**src/rtl/systolic_pkg.sv**
```systemverilog
// Shared definitions for the systolic array and its operand feeder.
//   feeder_state_t : feeder control phases
//   feed_last()    : final value of the feed counter for an N x N array
//   mat_lsb()      : LSB of element [row][col] in a row-major flattened matrix
//   lane_lsb()     : LSB of lane/element <idx> in a flattened vector
package systolic_pkg;

  typedef enum logic [1:0] {
    IDLE,
    CLEAR,
    FEED,
    DONE
  } feeder_state_t;

  // Operand A[i][k] enters at t = i + k and meets B[k][j] at PE(i,j) at
  // t = i + j + k; the last meeting (i = j = k = N-1) happens at 3N-3.
  function automatic int feed_last(input int n);
    return 3 * n - 3;
  endfunction

  function automatic int mat_lsb(input int row, input int col, input int n, input int dw);
    return (row * n + col) * dw;
  endfunction

  function automatic int lane_lsb(input int idx, input int dw);
    return idx * dw;
  endfunction

endpackage

```
**src/rtl/systolic_feeder_if.sv**
```systemverilog
// Bundle between the matrix load logic (master) and the operand feeder (slave).
//   start/stall           : run request and streaming freeze
//   a_mat_flat/b_mat_flat : row-major A[i][k] and B[k][j]
//   in_left_flat/in_top_flat, acc_rst, acc_en, shift_en : array edge drive
//   busy/done             : run status
interface systolic_feeder_if #(
  parameter int MATRIX_SIZE = 3,
  parameter int DATA_WIDTH  = 8
);
  logic                                      start;
  logic                                      stall;
  logic [DATA_WIDTH*MATRIX_SIZE*MATRIX_SIZE-1:0] a_mat_flat;
  logic [DATA_WIDTH*MATRIX_SIZE*MATRIX_SIZE-1:0] b_mat_flat;
  logic [DATA_WIDTH*MATRIX_SIZE-1:0]         in_left_flat;
  logic [DATA_WIDTH*MATRIX_SIZE-1:0]         in_top_flat;
  logic                                      acc_rst;
  logic                                      acc_en;
  logic                                      shift_en;
  logic                                      busy;
  logic                                      done;

  modport master (
    output start, stall, a_mat_flat, b_mat_flat,
    input  in_left_flat, in_top_flat, acc_rst, acc_en, shift_en, busy, done
  );

  modport slave (
    input  start, stall, a_mat_flat, b_mat_flat,
    output in_left_flat, in_top_flat, acc_rst, acc_en, shift_en, busy, done
  );
endinterface

```
**src/rtl/systolic_skew_lane.sv**
```systemverilog
// Combinational skew selector for one edge lane of the systolic array.
//   vec     : N operands for this lane (a row of A or a column of B)
//   lane    : lane index; the lane's wavefront starts lane cycles late
//   t       : feed counter
//   operand : vec[t - lane] when 0 <= t - lane < N, otherwise 0
module systolic_skew_lane
  import systolic_pkg::*;
#(
  parameter int MATRIX_SIZE = 3,
  parameter int DATA_WIDTH  = 8,
  parameter int T_WIDTH     = 3
) (
  input  logic [MATRIX_SIZE*DATA_WIDTH-1:0] vec,
  input  logic [T_WIDTH-1:0]                lane,
  input  logic [T_WIDTH-1:0]                t,
  output logic [DATA_WIDTH-1:0]             operand
);

  // Matching t against lane + k for each legal k means an out-of-range
  // offset simply matches nothing, so no index is ever computed outside vec.
  always_comb begin
    // NOTE: default first so every path assigns operand; no latch is inferred.
    operand = '0;
    for (int k = 0; k < MATRIX_SIZE; k++) begin
      if ({1'b0, t} == ({1'b0, lane} + (T_WIDTH + 1)'(k))) begin
        operand = vec[lane_lsb(k, DATA_WIDTH) +: DATA_WIDTH];
      end
    end
  end

endmodule

```
**src/rtl/systolic_feeder.sv**
```systemverilog
// Operand feeder for an N x N output-stationary systolic array computing C = A x B.
// Latches A and B on start, clears the accumulators for one cycle, streams
// skewed zero-padded wavefronts for 3N-2 advancing cycles (freezable by stall),
// then pulses done while the accumulators hold C.
//   clk : rising-edge clock
//   rst : asynchronous active-low reset
//   bus : systolic_feeder_if slave (handshake, matrices, array edge drive)
module systolic_feeder
  import systolic_pkg::*;
#(
  parameter int MATRIX_SIZE = 3,
  parameter int DATA_WIDTH  = 8
) (
  input logic               clk,
  input logic               rst,
  systolic_feeder_if.slave  bus
);

  localparam int N         = MATRIX_SIZE;
  localparam int VEC_W     = N * DATA_WIDTH;
  localparam int MAT_W     = N * N * DATA_WIDTH;
  localparam int FEED_LAST = feed_last(N);
  localparam int T_WIDTH   = $clog2(3 * N - 1);
  localparam logic [T_WIDTH-1:0] T_LAST = T_WIDTH'(FEED_LAST);

  feeder_state_t          state_q, state_d;
  logic [T_WIDTH-1:0]     t_q, t_d;
  logic [MAT_W-1:0]       a_q, b_q;
  logic                   latch;
  logic [N-1:0][VEC_W-1:0] b_col;
  logic [VEC_W-1:0]       left_sel, top_sel;
  logic                   feeding;

  // Next-state and counter logic.
  always_comb begin
    state_d = state_q;
    t_d     = t_q;
    latch   = 1'b0;
    unique case (state_q)
      IDLE: begin
        if (bus.start) begin
          state_d = CLEAR;
          latch   = 1'b1;
        end
      end
      CLEAR: begin
        state_d = FEED;
        t_d     = '0;
      end
      FEED: begin
        if (!bus.stall) begin
          if (t_q == T_LAST) begin
            state_d = DONE;
            t_d     = '0;
          end else begin
            t_d = t_q + T_WIDTH'(1);
          end
        end
      end
      DONE:    state_d = IDLE;
      default: state_d = IDLE;
    endcase
  end

  // NOTE: the matrix latches carry reset too, because a reset must leave no
  // stale operands behind; sequential state uses non-blocking assignment.
  always_ff @(posedge clk or negedge rst) begin
    if (!rst) begin
      state_q <= IDLE;
      t_q     <= '0;
      a_q     <= '0;
      b_q     <= '0;
    end else begin
      state_q <= state_d;
      t_q     <= t_d;
      if (latch) begin
        a_q <= bus.a_mat_flat;
        b_q <= bus.b_mat_flat;
      end
    end
  end

  // Rows of A are contiguous in the flat vector; columns of B are gathered.
  always_comb begin
    b_col = '0;
    for (int j = 0; j < N; j++) begin
      for (int k = 0; k < N; k++) begin
        b_col[j][lane_lsb(k, DATA_WIDTH) +: DATA_WIDTH] =
          b_q[mat_lsb(k, j, N, DATA_WIDTH) +: DATA_WIDTH];
      end
    end
  end

  for (genvar i = 0; i < N; i++) begin : g_lane
    systolic_skew_lane #(
      .MATRIX_SIZE (N),
      .DATA_WIDTH  (DATA_WIDTH),
      .T_WIDTH     (T_WIDTH)
    ) u_left (
      .vec     (a_q[i*VEC_W +: VEC_W]),
      .lane    (T_WIDTH'(i)),
      .t       (t_q),
      .operand (left_sel[lane_lsb(i, DATA_WIDTH) +: DATA_WIDTH])
    );

    systolic_skew_lane #(
      .MATRIX_SIZE (N),
      .DATA_WIDTH  (DATA_WIDTH),
      .T_WIDTH     (T_WIDTH)
    ) u_top (
      .vec     (b_col[i]),
      .lane    (T_WIDTH'(i)),
      .t       (t_q),
      .operand (top_sel[lane_lsb(i, DATA_WIDTH) +: DATA_WIDTH])
    );
  end

  // Outputs decode from registered state; while stalled t holds, so the
  // lanes hold as well and only the enables drop.
  assign feeding          = (state_q == FEED);
  assign bus.acc_rst      = (state_q == CLEAR);
  assign bus.busy         = (state_q != IDLE);
  assign bus.done         = (state_q == DONE);
  assign bus.shift_en     = feeding && !bus.stall;
  assign bus.acc_en       = feeding && !bus.stall;
  assign bus.in_left_flat = feeding ? left_sel : '0;
  assign bus.in_top_flat  = feeding ? top_sel  : '0;

endmodule

```
**src/flat_wrapper.sv**
```systemverilog
// flat-port wrapper written by rule: the top's interface ports become plain ports
module systolic_feeder_flat import systolic_pkg::*;
#(
  parameter int MATRIX_SIZE = 3,
  parameter int DATA_WIDTH  = 8
)
  (clk, rst, bus_start, bus_stall, bus_a_mat_flat, bus_b_mat_flat, bus_in_left_flat, bus_in_top_flat, bus_acc_rst, bus_acc_en, bus_shift_en, bus_busy, bus_done);
  systolic_feeder_if #(.MATRIX_SIZE(MATRIX_SIZE), .DATA_WIDTH(DATA_WIDTH)) bus_i ();
  input logic clk;
  input logic rst;
  input wire logic [$bits(bus_i.start)-1:0] bus_start;
  input wire logic [$bits(bus_i.stall)-1:0] bus_stall;
  input wire logic [$bits(bus_i.a_mat_flat)-1:0] bus_a_mat_flat;
  input wire logic [$bits(bus_i.b_mat_flat)-1:0] bus_b_mat_flat;
  output wire logic [$bits(bus_i.in_left_flat)-1:0] bus_in_left_flat;
  output wire logic [$bits(bus_i.in_top_flat)-1:0] bus_in_top_flat;
  output wire logic [$bits(bus_i.acc_rst)-1:0] bus_acc_rst;
  output wire logic [$bits(bus_i.acc_en)-1:0] bus_acc_en;
  output wire logic [$bits(bus_i.shift_en)-1:0] bus_shift_en;
  output wire logic [$bits(bus_i.busy)-1:0] bus_busy;
  output wire logic [$bits(bus_i.done)-1:0] bus_done;
  assign bus_i.start = bus_start;
  assign bus_i.stall = bus_stall;
  assign bus_i.a_mat_flat = bus_a_mat_flat;
  assign bus_i.b_mat_flat = bus_b_mat_flat;
  assign bus_in_left_flat = bus_i.in_left_flat;
  assign bus_in_top_flat = bus_i.in_top_flat;
  assign bus_acc_rst = bus_i.acc_rst;
  assign bus_acc_en = bus_i.acc_en;
  assign bus_shift_en = bus_i.shift_en;
  assign bus_busy = bus_i.busy;
  assign bus_done = bus_i.done;
  systolic_feeder #(.MATRIX_SIZE(MATRIX_SIZE), .DATA_WIDTH(DATA_WIDTH)) u_core (.clk(clk), .rst(rst), .bus(bus_i));
endmodule
```
**config.mk**
```make
export PLATFORM = sky130hd
export DESIGN_NAME = systolic_feeder_flat
export DESIGN_NICKNAME = d
export VERILOG_FILES = /design/src/rtl/systolic_pkg.sv /design/src/rtl/systolic_feeder_if.sv /design/src/rtl/systolic_skew_lane.sv /design/src/rtl/systolic_feeder.sv /design/src/flat_wrapper.sv
export SDC_FILE = /design/constraint.sdc
export NUM_CORES = 1
export LEC_CHECK = 0
export ABC_AREA = 1
export CORE_MARGIN = 5
export CORE_UTILIZATION = 30
export DETAILED_ROUTE_END_ITERATION = 16
export PLACE_DENSITY_LB_ADDON = 0.25
export SLEW_MARGIN = 10
export SYNTH_ARGS = -nofsm -noshare
export SYNTH_HDL_FRONTEND = slang
export SYNTH_HIERARCHICAL = 1
export SYNTH_SLANG_ARGS = --single-unit
```
**constraint.sdc**
```tcl
create_clock -name clk -period 2.2 [get_ports clk]
set_clock_uncertainty 0.15 [all_clocks]
set_input_delay 0.66 -clock clk [delete_from_list [all_inputs] [get_ports clk]]
set_output_delay 0.66 -clock clk [all_outputs]
set_load 0.05 [all_outputs]
```
# --- Word level (Yosys, flattened, before mapping) ---
# Cells that the tools add are included.
totals:
  ff_bits: 149
  input_bits: 148
  out_inout_bits: 53
  wordCells: 53
classes:
  addsub: 1
  eq_ne: 11
  n_mux: 29
  reduce_logical: 8
ops:
  columns: ["cell", "count"]
  rows:
  - ["two-way mux 8 bit", 18]
  - ["two-way mux 24 bit", 2]
  - ["case mux 2 bit (4 select lines)", 1]
  - ["equality test 3 x 2 -> 1 bit (second input constant)", 2]
  - ["equality test 3 bit (second input constant)", 2]
  - ["two-way mux 2 bit", 3]
  - ["two-way mux 3 bit", 2]
  - ["inequality test 2 bit (second input constant)", 3]
  - ["case mux 3 bit (2 select lines)", 1]
  - ["equality test 2 bit (second input constant)", 2]
  - ["zero test 4 bit", 1]
  - ["nonzero test 2 bit", 2]
  - ["adder 3 x 1 -> 3 bit (second input constant)", 1]
  - ["equality test 3 x 1 -> 1 bit (second input constant)", 1]
  - ["AND reduction 3 bit", 1]
  - ["equality test 2 x 1 -> 1 bit (second input constant)", 1]
  - ["zero test 2 bit", 1]
  - ["two-way mux 1 bit", 2]
  - ["AND reduction 2 bit", 1]
  - ["logical AND 1 bit", 1]
  - ["zero test 1 bit", 1]

# --- Longest topological paths before layout ---
depth:
  ltp_word: 5
  depth_mapped: 9
  ltp_nobuf: 9

# --- Hierarchy ---
# The synthesis kept the hierarchy.
modules_own_cells:
  columns: ["mod", "instances", "cells_each", "area_each_um2", "seq_area_each_um2"]
  rows:
  - ["systolic_feeder", 1, 776, 6407.4, 3728.6]
  - ["systolic_skew_lane", 6, 65, 356.6, 0.0]

# --- Worst setup path before layout ---
# Ideal clock, no wire load.
synth_path:
  path_kind: "reg2out"
  startpoint: "reg u_core.state_q[0]"
  endpoint: "out bus_shift_en"
  arrival_ns: 1.903
  t_required_ns: 1.390
  slack_ns: -0.513
  path_stages_with_launch: 7
  n_path_buf: 2
  path_cell_list: "dfrtp_1 > inv_1 > ha_1 > buf_2 > inv_1 > nor2_1 > buf_4"
synth_via:
  elab_chain_len: 2
synth_lines:
  columns: ["item", "line_no", "rtl"]
  rows:
  - ["from (decl)", "systolic_feeder.sv:26", "feeder_state_t state_q, state_d;"]
  - ["from (signal assigned)", "systolic_feeder.sv:74", "state_q <= state_d;"]
  - ["equality test 2 bit", "systolic_feeder.sv:120", "assign feeding = (state_q == FEED);"]
  - ["logical AND 1 bit", null, null]
  - ["to (decl)", "flat_wrapper.sv:19", "output wire logic [$bits(bus_i.shift_en)-1:0] bus_shift_en;"]
# Every way passes these cells.

# --- Worst setup path in the final report ---
layout_path:
  startpoint: "reg u_core.t_q[0]"
  endpoint: "out bus_in_top_flat[11]"
layout_via:
  elab_chain_len: 5
layout_lines:
  columns: ["item", "line_no", "rtl"]
  rows:
  - ["from (decl)", "systolic_feeder.sv:27", "logic [T_WIDTH-1:0] t_q, t_d;"]
  - ["from (signal assigned)", "systolic_feeder.sv:75", "t_q <= t_d;"]
  - ["equality test 3 x 1 -> 1 bit", "systolic_skew_lane.sv:25", "if ({1'b0, t} == ({1'b0, lane} + (T_WIDTH + 1)'(k))) begin"]
  - ["two-way mux 8 bit (2 in a row)", "systolic_skew_lane.sv:25", null]
  - ["two-way mux 8 bit (*)", "systolic_skew_lane.sv:25", null]
  - ["via u_core.top_sel[11]", "systolic_feeder.sv:31", "logic [VEC_W-1:0] left_sel, top_sel;"]
  - ["two-way mux 24 bit (*)", "systolic_feeder.sv:127", "assign bus.in_top_flat = feeding ? top_sel : '0;"]
  - ["to (decl)", "flat_wrapper.sv:16", "output wire logic [$bits(bus_i.in_top_flat)-1:0] bus_in_top_flat;"]
# Mark *: on every way through the listed nets, which the timed path passes. The rest lies on a longest branch.

==> flow_summary.ini <==
[yosys]
synth-xor-area-share_pct = 2.28
synthMuxAreaShare_pct = 0
syn_avg_cell_area_sq_um = 7.33
syn-cell-area_sq_mm = 0.00855
ys_seq_area_share_pct = 43.6
yosysWarnings = 6
ys_ff_latch = 149
synth_ff_type = dfrtp_1
synth_compound_area_share_pct = 0.234
synthAdderAreaFrac_pct = 2.34
async_flop_share_pct = 100
synthSimpleGateAreaFrac_pct = 43.3
synthCells = 1166
synth.distinct_cells = 20
synth_top_family_by_area = simple AND/OR/NAND/NOR gates
synth_edf_count = 0

[clocking]
clockBufferDepth = 2
insertion_delay_ns = 0.42
clkTransAtPathRegs_ns = 0.06
numCtsBuffers = 17
htree_levels = 4
cts_tree = yes
cts_num_sinks = 149
clockRootBuffer = clkbuf_16

[sta]
setup_viol = 50
fmax_mhz = 352
fin_crit_ns = 2.84
tightest_slew_ns = 0.542
finalMaxSlewViolations = 0
rsz0062_at_grt = yes
worst_slack_ns = -0.642
hold_viol = 0
period_share_pct = 129
timing.slew.headroom_pct = 63.5

[status]
violations = setup timing
status = complete, but fails checks

[power]
vdd_drop_max_uv = 566
leakagePower_nw = 6.51
p_comb_share_pct = 48.4
seq_power_share_pct = 32.4
clkPwrFrac_pct = 19.2
power_switching_mw = 6.60
fin_total_pwr_mw = 15.4
p_sw_share_pct = 42.8
internal_power_mw = 8.82
power_density_mw_per_mm2 = 1100

[critical_path]
r2r_cells = 7
startpoint_type = register
cp.arrival_ns = 2.03
cp.required_ns = 1.39
crit_fanout = 8
crit_type = register to output port
crit_start = u_core/t_q[0]$_DFFE_PN0P_
worstReg2RegStart = u_core/state_q[0]$_DFFE_PN0P_
worstSetupEndpointType = output port

[floorplanning]
start_util_pct = 30.6
ios = 201
core_sq_mm = 0.0279
num_rows = 61
die-area_sq_mm = 0.0320
die_x_microns = 179
die_y_microns = 179

[placement]
portBuffers = 200
post_dp_cell_area_sq_mm = 0.0125
place_hpwl_microns = 19900
place.gp.congestion = 0.838

[final_layout]
design_area_sq_mm = 0.0140
nets = 1632
final_layout_size_suffix_gt1_share_pct = 26.3
synthToLayoutAreaGrowth_pct = 63.7
register_area_sq_mm = 0.00374
layout_common_cells = 382 x nand2_1, 221 x nand3_1, 145 x clkdlybuf4s50_1, 145 x dfrtp_1, 81 x nand3_2
layout_commonest_cell = nand2_1
multi_input_area_sq_mm = 0.00526
fill_cells = 2691

[hold_path]
hold_depth = 2
min_path_type = register to register
worstHoldStart = u_core/a_q[50]$_DFFE_PN0P_

[grt]
grtUsageTotal_pct = 17.4
grt_antenna_before_repair = 2
grt_max_degree = 88
grt_overflow = 0
first_global_vias = 8881
grt_pass1_wl_microns = 44900

[drt]
drc_errors = 0
dr_total_vias = 8620
first_pass_iters = 4
drt_iter0_drc = 528
viasPerCell = 4.63
wl_microns = 27300
wl_per_cell_microns = 14.7
final_antenna_net_count = 0

[flow_run]
drv_cap = 0
==> cell usage after synthesis (6+ instances only) <==
cell / instances / area (sq um)
dfrtp_1: 149 / 3730
clkbuf_1: 6 / 22.5
inv_1: 92 / 345
nor2_4: 12 / 135
inv_2: 6 / 22.5
nand3_1: 310 / 1550
nand4_1: 48 / 300
buf_4: 12 / 90.1
ha_1: 16 / 200
clkinv_2: 6 / 30.0
buf_2: 30 / 150
nor2_1: 34 / 128
nand2_1: 420 / 1580
xnor2_2: 12 / 195
==> cell type report <==
class / instances / area share (%)
Inverter: 104 / 4.22
Multi-Input combinational cell: 932 / 37.6
Timing Repair Buffer: 264 / 23.8
Clock inverter: 14 / 1.12
Clock buffer: 18 / 3.07
Antenna cell: 1 / 0.0179
Tap cell: 378 / 3.38
Sequential cell: 149 / 26.7
==> sequential cells by signal, indices dropped and copies added, names as in the netlist <==
| register | cells |
|---|---|
| u_core/state_q | 2 |
| u_core/b_q | 72 |
| u_core/t_q | 3 |
| u_core/a_q | 72 |
==> power by group through the flow <==
stage,sequential [mW],clock [mW],combinational [mW]
floorplan,4.72,0,4.22
global placement,4.90,0,6.58
detailed placement,4.91,0,6.70
CTS,4.94,3.04,7.21
global route,5.14,3.15,8.27
finish,4.99,2.97,7.46
==> path summary, 6_finish.rpt <==
kind,endpoint,slack (ns)
worst max-delay path,bus_in_top_flat[11],-0.64
worst min-delay path,u_core/a_q[50]$_DFFE_PN0P_,0.32
worst max register to register,u_core/b_q[15]$_DFFE_PN0P_,0.42
worst min register to register,u_core/a_q[50]$_DFFE_PN0P_,0.32
max in group asynchronous,u_core/b_q[27]$_DFFE_PN0P_,0.73
min in group asynchronous,u_core/a_q[44]$_DFFE_PN0P_,0.56
==> stage by stage <==
stage	setup TNS, ns	std cells	worst slack (ns)	hold slack, ns	utilization (%)
4_1_cts	-30.80	1851	-0.666	0.325	48.6
2_1_floorplan	-3.23	1236	-0.0806	0.214	-
5_1_grt	-34.61	1860	-0.766	0.335	50.1
3_3_place_gp	-10.38	1809	-0.268	0.305	44.7
3_5_place_dp	-10.75	1809	-0.277	0.308	44.7
6_report	-29.45	1860	-0.642	0.322	50.1
==> metal layers <==
metal | up-vias | routed length (microns) | global-route usage, %
li1 | 4344 | - | -
met4 | 2 | 453 | 4.76
met1 | 4064 | 11700 | 22.2
met3 | 29 | 1010 | 2.93
met5 | - | 13 | 0
met2 | 181 | 14200 | 30.4
==> critical path, cell delays in order (launching register included) <==
cell,delay (ns)
dfrtp_4,0.54
buf_8,0.17
xnor2_4,0.16
nor2_4,0.21
nand3_1,0.11
nand3_1,0.10
nand2_1,0.09
clkinvlp_4,0.09
buf_12,0.13
==> logic make-up after synthesis <==
family / Yosys count
xor+xnor: 12
simple gates: 825
fa+ha+maj: 16
compound gates: 4
buf+inv: 158
other cells: 2
flops: 149
==> timing repair <==
| action | 4_1_cts | 5_1_grt |
|---|---|---|
| resized for setup | 102 | 65 |
| cloned | 3 | 0 |
| hold buffers | 1 | 0 |
| endpoints found under the setup margin | 51 | 52 |
| pin swaps | 67 | 41 |
| setup buffers | 7 | 9 |
| endpoints found under the hold margin | 11 | 0 |
No activity file was read; power rests on OpenSTA's default activity.
